<file path="config.mk">
export PLATFORM = sky130hd
export DESIGN_NAME = shift_unit
export DESIGN_NICKNAME = d
export VERILOG_FILES = /design/src/rtl/shift_pkg.sv /design/src/rtl/shift_step.sv /design/src/rtl/shift_unit.sv
export SDC_FILE = /design/constraint.sdc
export NUM_CORES = 1
export LEC_CHECK = 0
export ABC_AREA = 1
export BUFFER_PORTS_ARGS = -buffer_cell sky130_fd_sc_hd__buf_4
export CAP_MARGIN = 20
export CORE_AREA = 3 3 87 89
export CTS_BUF_LIST = sky130_fd_sc_hd__clkbuf_2 sky130_fd_sc_hd__clkbuf_4 sky130_fd_sc_hd__clkbuf_8
export CTS_CLUSTER_DIAMETER = 60
export CTS_CLUSTER_SIZE = 16
export DETAILED_ROUTE_END_ITERATION = 8
export DIE_AREA = 0 0 90 92
export PLACE_DENSITY = 0.87
export SLEW_MARGIN = 15
export SYNTH_ARGS = -nofsm -noshare
export SYNTH_HDL_FRONTEND = slang
export SYNTH_SLANG_ARGS = --single-unit
</file>
<file path="constraint.sdc">
create_clock -name Clock -period 5.5 [get_ports Clock]
set_input_delay 1.1 -clock Clock [delete_from_list [all_inputs] [get_ports Clock]]
set_output_delay 1.1 -clock Clock [all_outputs]
set_load 0.1 [all_outputs]
</file>
<file path="src/rtl/shift_pkg.sv">
// Shared encodings for the multi-cycle shift/rotate unit.
// Optional carry output is enabled by defining SHIFT_CARRY_EN.
package shift_pkg;

    typedef enum logic [2:0] {
        SHR  = 3'b000,
        SHRA = 3'b001,
        SHL  = 3'b010,
        ROR  = 3'b011,
        ROL  = 3'b100
    } shift_op_e;

    typedef enum logic [1:0] {
        IDLE  = 2'b00,
        SHIFT = 2'b01,
        DONE  = 2'b10
    } state_e;

    function automatic logic op_is_valid(input logic [2:0] op);
        return op <= 3'd4;
    endfunction

endpackage

</file>
<file path="src/rtl/shift_step.sv">
// Combinational single-step shifter: moves value by k positions (0..STEP)
// and reports the last bit that left the word.
module shift_step
    import shift_pkg::*;
#(
    parameter int WIDTH = 32,
    parameter int KW    = 6
) (
    input  logic [WIDTH-1:0] value,
    input  logic [2:0]       op,
    input  logic [KW-1:0]    k,
    output logic [WIDTH-1:0] shifted,
    output logic             last_out
);

    logic [KW-1:0]    k_inv;
    logic [KW-1:0]    k_m1;
    logic [WIDTH-1:0] r_probe;
    logic [WIDTH-1:0] l_probe;

    always_comb begin
        k_inv    = KW'(WIDTH) - k;
        k_m1     = k - KW'(1);
        // The last bit out is the one sitting k-1 places from the exit edge.
        r_probe  = value >> k_m1;
        l_probe  = value << k_m1;
        shifted  = value;
        last_out = 1'b0;
        case (op)
            SHR: begin
                shifted  = value >> k;
                last_out = r_probe[0];
            end
            SHRA: begin
                shifted  = $unsigned($signed(value) >>> k);
                last_out = r_probe[0];
            end
            SHL: begin
                shifted  = value << k;
                last_out = l_probe[WIDTH-1];
            end
            ROR: begin
                shifted  = (value >> k) | (value << k_inv);
                last_out = r_probe[0];
            end
            ROL: begin
                shifted  = (value << k) | (value >> k_inv);
                last_out = l_probe[WIDTH-1];
            end
            default: begin
                shifted  = value;
                last_out = 1'b0;
            end
        endcase
        if (k == '0) begin
            last_out = 1'b0;
        end
    end

endmodule

</file>
<file path="src/rtl/shift_unit.sv">
// Multi-cycle shift/rotate unit with start/done handshake, up to STEP bits per clock.
// Define SHIFT_CARRY_EN to add the carry_out port.
module shift_unit
    import shift_pkg::*;
#(
    parameter int WIDTH = 32,
    parameter int STEP  = 1
) (
    input  logic             Clock,
    input  logic             Clear,
    input  logic             start,
    input  logic [2:0]       op,
    input  logic [WIDTH-1:0] A,
    input  logic [WIDTH-1:0] B,
    output logic [WIDTH-1:0] result,
    output logic             busy,
    output logic             done
`ifdef SHIFT_CARRY_EN
    ,
    output logic             carry_out
`endif
);

    localparam int AW = $clog2(WIDTH);
    localparam int KW = AW + 1;

    state_e           state, state_nx;
    logic [WIDTH-1:0] work, work_nx;
    logic [AW-1:0]    count, count_nx, count_dec, amt;
    logic [2:0]       op_q, op_nx;
    logic [KW-1:0]    k;
    logic [WIDTH-1:0] step_val;
    logic             step_last;
    logic             unused_b_hi;

    assign unused_b_hi = ^B[WIDTH-1:AW];
    assign result      = work;

    shift_step #(
        .WIDTH (WIDTH),
        .KW    (KW)
    ) u_step (
        .value    (work),
        .op       (op_q),
        .k        (k),
        .shifted  (step_val),
        .last_out (step_last)
    );

    always_ff @(posedge Clock) begin
        if (Clear) begin
            state <= IDLE;
            work  <= '0;
            count <= '0;
            op_q  <= '0;
        end else begin
            state <= state_nx;
            work  <= work_nx;
            count <= count_nx;
            op_q  <= op_nx;
        end
    end

    always_comb begin
        busy      = (state != IDLE);
        done      = (state == DONE);
        state_nx  = state;
        work_nx   = work;
        count_nx  = count;
        op_nx     = op_q;
        amt       = B[AW-1:0];
        k         = ({1'b0, count} < KW'(STEP)) ? {1'b0, count} : KW'(STEP);
        count_dec = count - k[AW-1:0];
        case (state)
            IDLE: begin
                if (start) begin
                    work_nx  = A;
                    op_nx    = op;
                    count_nx = op_is_valid(op) ? amt : '0;
                    state_nx = (op_is_valid(op) && amt != '0) ? SHIFT : DONE;
                end
            end
            SHIFT: begin
                work_nx  = step_val;
                count_nx = count_dec;
                state_nx = (count_dec == '0) ? DONE : SHIFT;
            end
            DONE:    state_nx = IDLE;
            default: state_nx = IDLE;
        endcase
    end

`ifdef SHIFT_CARRY_EN
    always_ff @(posedge Clock) begin
        if (Clear) begin
            carry_out <= 1'b0;
        end else if (state == IDLE && start) begin
            carry_out <= 1'b0;
        end else if (state == SHIFT) begin
            carry_out <= step_last;
        end
    end
`else
    logic unused_last;
    assign unused_last = step_last;
`endif

endmodule

</file>
==> summary.txt, run 1 <==
Timing
  – Final period utilization: 62.1%
  – Final hold viol count: 0
  – Endpoints failing setup: 0
  – Setup slack after layout: 2.09 ns
  – Worst hold margin: 0.492 ns
  – Worst-margin pin slew: ~1.0 ns
  – Fin crit period: between 3 and 4 ns
  – Normalized max-slew margin: 30.6%
  – Final TNS setup: 0 ns
  – Max Slew Vio Count: 0
  – Max Fclk: between 0.2 and 0.3 GHz
  – RSZ-0062 raised after global routing: no
  – Clk_skew: 0.0131 ns

Pwr
  – Sequential share of power: 18.3%
  – P per Cell Area: roughly 470 nW/um2
  – Pint: just under 0.0009 W
  – Logic gate share of total power: between 60 and 70%
  – Switching power: around 0.0013 W
  – Clk pwr share: between 10% and 20%
  – Sw frac: between 60% and 70%
  – Peak VDD IR: between 200 and 250 uV
  – LEAKAGE: 2.27 nW

Clocking
  – Clock transition at path regs: 0.10 ns
  – Clk_lat worst skew: 0.31 ns
  – Hold buffer count at CTS: 0
  – Max clock buf depth: 2
  – CTS sink cnt: 42
  – CTS tree: yes
  – Postcts setup bufs: 0
  – CTS buffer count: 5
  – Gates resized, CTS repair: 0
  – Root buf cell: clkbuf_8
  – H-tree depth: 2

Cells and area
  – Layout overhead on the synthesized area: 15.3%
  – Final #Nets: roughly 840
  – Antenna cells: 0
  – Layout cell share with drive strength beyond 1: 16.0%
  – FILL cells: 675
  – Area of the multi-input gates: 2740 um2
  – Register area: around 840 um2
  – Fin util: 68.6%

Critical path
  – Worst endpoint required time: around 5.7 ns
  – R2r setup slk: 2.09 ns
  – CP Launch Type: register
  – CP Launch Point: count[1]
  – Worst setup EP type: register
  – WP data arrival: 3.65 ns
  – Crit Reg-Reg Startpoint: count[1]
  – CP Class: register to register
  – Maximum fanout along the worst path: 46

Die
  – Core ar.: about 6800 um2
  – Io pins: roughly 100
  – # rows: 30
  – Die X: 90 um
  – Full die area: 8280 um2
  – Initial core utilization: 59.5%
  – Die Ht: slightly above 90 um

Global route
  – Gr usage total: between 30% and 40%
  – GRT overflow: 0
  – Initial antenna violation count: 0
  – Vias in the first global route: 4634
  – First-pass GRT wire length: about 23000 um
  – Largest net degree at the start of global routing: 55

Worst hold path
  – Hold Crit Start: result[5]
  – Worst hold path class: register to register

Synthesis
  – Largest cells by area after synthesis: nand2_1 21%, dfxtp_1 21%, nand3_1 8.6%
  – Post-synth EDFFs: 0
  – Share of flip-flops with an asynchronous set or reset: 0%
  – Leading area contributor after synthesis: nand2_1
  – Avg Cell Area, Syn: approximately 5.6 um2
  – FF+latch count, synth: 42
  – Post-Syn Area: a little over 4000 um2
  – Main flop type after synthesis: dfxtp_1
  – Cells after Synth: 721
  – Net count after synthesis: 794
  – Seq/Total Area, Yosys: 20.7%
  – Distinct cells, synth: 38
  – Synth warnings: 0
  – Synth top area share: 21.3%

Drt
  – Routed WL: 14600 um
  – WL/cell: 16.9 um
  – Post-DR vias/cell: roughly 5.9
  – Routed Antenna Nets: 0
  – # DRC: 0
  – Drt pass-1 iters: 6
  – Number of DRC markers in iteration 0: between 500 and 600
  – Routed vias: about 5100

Placed design
  – Port-buffer cells: 76
  – Placement Setup Slack: about 2.3 ns
  – Routability Congestion: 0.946
  – Post-DP HPWL: 10600 um

Run
  – Max Cap Violations: 0

Run status
  – Outcome: completed
-- power by group through the flow --
stage                     registers [W]  clock network, W  logic (W)
after floorplan                0.000676                 0   0.000923
after global placement         0.000409                 0    0.00149
after detailed placement       0.000412                 0    0.00151
after CTS                      0.000406          0.000273    0.00151
after global routing           0.000412          0.000283    0.00168
final                          0.000408          0.000271    0.00155
-- flip-flops by register name (all words and copies together) (netlist names) --
| register | cells |
|---|---|
| result | 32 |
| op_q | 3 |
| state | 2 |
| count | 5 |
-- per-layer routing --
layer	wire length [um]	share of wire, %	global-route usage, %
met5	0	0	0
met4	572	3.9	15.8
met3	1390	9.5	6.40
met2	6860	47	55.4
met1	5780	40	44.3
-- path summary, 6_finish.rpt --
| kind | end | depth (start not counted) |
|---|---|---|
| hold reg to reg | result[5] | 2 |
| setup / recovery | result[30] | 15 |
| hold / removal | result[5] | 2 |
| setup reg to reg | result[30] | 15 |
-- cells in the mapped netlist, types with 2 or more instances --
cell type,number
clkbuf_1,17
ha_1,3
nand3_1,70
nand4_1,9
inv_1,68
inv_2,4
nor2_2,3
o211ai_1,12
nand2_1,231
nand2_4,4
o21ai_1,24
nor2_8,3
buf_6,7
a31oi_1,5
or2_2,2
buf_2,14
o21ai_0,49
nand2_2,9
dfxtp_1,42
nor2_4,3
a21oi_1,59
o2111ai_1,7
nor2_1,55
o21ai_2,6
or2_1,2
-- cell families after synthesis --
logic type / synth area share [%]
xor gates and xnor gates: 0.215
muxes: 0.246
AOI/OAI and AO/OA: 22.8
buffers and inverters: 12.2
other: 0.0922
DFF: 20.7
and+or+nand+nor: 42.8
adders and majority gates: 0.923
-- through the flow --
stage	total power, W	instance area [um2]	cells
after floorplan	0.00160	4070	721
after global placement	0.00190	4570	857
after detailed placement	0.00192	4570	857
after CTS	0.00219	4690	865
after global routing	0.00238	4690	865
final	0.00223	4690	865
-- critical path, cell delays in order (launching register included) --
cell and delay, ns:
dfxtp_1 0.40, nor2_8 0.23, nand2_4 0.10, nor2_8 0.45, ha_1 0.33, buf_4 0.27, clkinv_1 0.19, buf_4 0.42
nand3_1 0.19, nand3_1 0.19, nand3_1 0.11, nand2_1 0.11, nand2_1 0.05, nand2_1 0.07, nand2_1 0.05, a21oi_1 0.14
-- area by class of cell --
class	count	share of cell area (%)
Clock buffer	5	1.47
Clock inverter	3	1.04
Inverter	73	5.84
Multi-Input combinational cell	566	58.4
Sequential cell	42	17.9
Tap cell	96	2.56
Timing Repair Buffer	80	12.8
-- cells in the final DEF (no fill, tap or decap), drive strengths merged, types with 3 or more instances in the layout --
cell     count
inv         73
buf         80
nor2        64
or2          4
a31oi        5
o21ai       79
nand2      244
nand4        9
dfxtp       42
a21oi       59
ha           3
clkbuf       5
o211ai      12
nand3       71
o2111ai      7
(Power assumes the default switching activity.)
==> run 2, diff against run 1 <==
--- a/config.mk
+++ b/config.mk
@@ -8,13 +8,13 @@
 export ABC_AREA = 1
 export BUFFER_PORTS_ARGS = -buffer_cell sky130_fd_sc_hd__buf_4
 export CAP_MARGIN = 20
-export CORE_AREA = 3 3 87 89
+export CORE_AREA = 3 3 90 92
 export CTS_BUF_LIST = sky130_fd_sc_hd__clkbuf_2 sky130_fd_sc_hd__clkbuf_4 sky130_fd_sc_hd__clkbuf_8
 export CTS_CLUSTER_DIAMETER = 60
 export CTS_CLUSTER_SIZE = 16
 export DETAILED_ROUTE_END_ITERATION = 8
-export DIE_AREA = 0 0 90 92
-export PLACE_DENSITY = 0.87
+export DIE_AREA = 0 0 93 95
+export PLACE_DENSITY = 0.82
 export SLEW_MARGIN = 15
 export SYNTH_ARGS = -nofsm -noshare
 export SYNTH_HDL_FRONTEND = slang
==> constraint.sdc (replaced) <==
create_clock -name Clock -period 3.4 [get_ports Clock]
set_input_delay 0.68 -clock Clock [delete_from_list [all_inputs] [get_ports Clock]]
set_output_delay 0.68 -clock Clock [all_outputs]
set_load 0.1 [all_outputs]
==> summary.txt, run 2 (synthesized netlist as in run 1, its figures left out) <==
Run status
  – Outcome: completed

Run
  – Max Cap Violations: 0 (unchanged)

Clocking
  – Root buf cell: clkbuf_8
  – CTS tree: yes
  – Gates resized, CTS repair: 0 (unchanged)
  – Postcts setup bufs: 0 (unchanged)
  – CTS sink cnt: 42 (unchanged)
  – Max clock buf depth: 2 (unchanged)
  – Clock transition at path regs: 0.10 ns (about the same)
  – H-tree depth: 2 (unchanged)
  – Clk_lat worst skew: 0.31 ns (about the same)
  – Hold buffer count at CTS: 0 (unchanged)
  – CTS buffer count: 5 (unchanged)

Cells and area
  – Max reg flops: 32 (unchanged)
  – Antenna cells: 0 (unchanged)
  – Most frequent cells in the layout: 231 x nand2_1, 86 x buf_4, 70 x nand3_1, 68 x inv_1, 59 x a21oi_1
  – Layout cell share with drive strength beyond 1: 16.8% (+0.76 points)
  – Commonest non-fill, non-tap cell in the layout: nand2_1
  – FILL cells: 723 (+7.1%)
  – Fin util: 64.9% (-3.8 points)
  – Non-Filler Instances: 875 (+1.2%)
  – Final #Nets: 848 (+0.83%)
  – Layout overhead on the synthesized area: 16.3%

Pwr
  – Clk pwr share: 10.2% (-2.0 points)
  – P per Cell Area: 752 nW/um2 (+58%)
  – LEAKAGE: 2.29 nW (+1.2%)
  – Sw frac: 61.3% (+0.74 points)
  – Peak VDD IR: 406 uV (+80%)
  – Logic gate share of total power: 71.4% (+1.9 points)
  – Switching power: 0.00218 W (+62%)
  – Total power: 0.00356 W (+60%)
  – Pint: 0.00138 W (+57%)
  – Sequential share of power: 18.4% (about the same)

Critical path
  – Maximum fanout along the worst path: 36 (-22%)
  – Crit path cell chain: nor2_8 -> nand2_4 -> nor2_8 -> ha_1 -> clkinv_1 -> buf_12 -> nand2_1 -> nand3_1 -> o21ai_1 -> nand2_1 -> nand2_1 -> nand2_1 -> a21oi_1
  – CP most frequent cell: nand2_1
  – WP data arrival: 2.85 ns (-0.80 ns)
  – CP Buf/Inv Count: 2 (-1)
  – CP max-delay cell: dfxtp_1
  – CP Launch Type: register
  – Max incr delay on CP: 0.49 ns (+0.04 ns)
  – Worst setup EP type: register
  – Crit path max-delay family: buffers and inverters
  – Worst endpoint required time: 3.65 ns (-2.08 ns)
  – CP Class: register to register

Die
  – Io pins: 104 (unchanged)
  – Die X: 93 um (+3.3%)
  – Initial core utilization: 55.8% (-3.8 points)
  – Full die area: 8840 um2 (+6.7%)
  – Die Ht: 95 um (+3.3%)
  – Core ar.: 7290 um2 (+6.7%)
  – # rows: 31 (+3.3%)

Global route
  – Largest net degree at the start of global routing: 54 (-1.8%)
  – GRT overflow: 0 (unchanged)
  – Initial antenna violation count: 0 (unchanged)
  – Gr usage total: 33.3% (-1.1 points)
  – Vias in the first global route: 4731 (+2.1%)
  – First-pass GRT wire length: 23400 um (+1.2%)
  – GRT busiest layer: met2
  – GR met3 Demand/Resource: 5.26% (-1.1 points)
  – Met2 usage: 56.2% (+0.76 points)
  – GR Util met1: 42.5% (-1.8 points)

Timing
  – Final hold viol count: 0 (unchanged)
  – Normalized max-slew margin: 55.1% (+25 points)
  – Final period utilization: 76.5% (+14 points)
  – Max Slew Vio Count: 0 (unchanged)
  – Max Fclk: 0.385 GHz (+31%)
  – Endpoints failing setup: 0 (unchanged)
  – Final TNS setup: 0 ns (unchanged)
  – Fin crit period: 2.60 ns (-0.814 ns)
  – RSZ-0062 raised after global routing: no
  – Worst hold margin: 0.489 ns (-0.00284 ns)
  – Worst-margin pin slew: 0.671 ns (-0.369 ns)
  – Clk_skew: 0.0114 ns (-0.00173 ns)

Drt
  – Routed vias: 5075 (-0.57%)
  – # DRC: 0 (unchanged)
  – Number of DRC markers in iteration 0: 445 (-22%)
  – Post-DR vias/cell: 5.80 (-1.7%)
  – WL/cell: 16.7 um (-0.85%)
  – Drt pass-1 iters: 5 (-1)
  – Routed WL: 14600 um (+0.29%)
  – Routed Antenna Nets: 0 (unchanged)

Placed design
  – Placed cell count: 867 (+1.2%)
  – Post-DP HPWL: 10800 um (+2.5%)
  – Port-buffer cells: 76 (unchanged)
  – Routability Congestion: 1.02 (+7.7%)

Worst hold path
  – Worst hold path class: register to register
==> run 2: cell type report <==
class	instances	area (um2)	area share [%]
Clock buffer	5	68.8	1.45
Clock inverter	3	21.3	0.450
Inverter	73	274	5.79
Multi-Input combinational cell	566	2740	57.8
Sequential cell	42	841	17.8
Tap cell	99	124	2.62
Timing Repair Buffer	87	666	14.1
==> run 2: tightest hold or removal path, stage by stage, from the launching register on <==
cell and delay, ns:
dfxtp_1 0.34, nand2_1 0.06, a21oi_1 0.05
==> run 2: routing by layer <==
layer  wire [um]  vias up
met5           0        -
met4         455        0
met3        1240       40
met2        6870      291
met1        6080     2262
li1            -     2482
==> run 2: final timing paths <==
kind,cells past startpoint,to,from,slack (ns)
worst max-delay path,13,result[22],count[1],0.80
worst min-delay path,2,result[7],result[7],0.49
worst max register to register,13,result[22],count[1],0.80
worst min register to register,2,result[7],result[7],0.49
==> run 2: power by group through the flow <==
stage	registers, W	clock network (W)	logic (W)
finish	0.000656	0.000363	0.00254
global route	0.000665	0.000381	0.00276
CTS	0.000654	0.000366	0.00249
detailed placement	0.000665	0	0.00248
global placement	0.000662	0	0.00245
floorplan	0.00109	0	0.00149
==> run 2: per-stage QoR <==
stage / area (um2) / setup slack (ns)
final: 4730 / 0.799
after global routing: 4730 / 0.554
after CTS: 4730 / 0.842
after detailed placement: 4640 / 0.662
after global placement: 4640 / 0.745
after floorplan: 4070 / 1.10
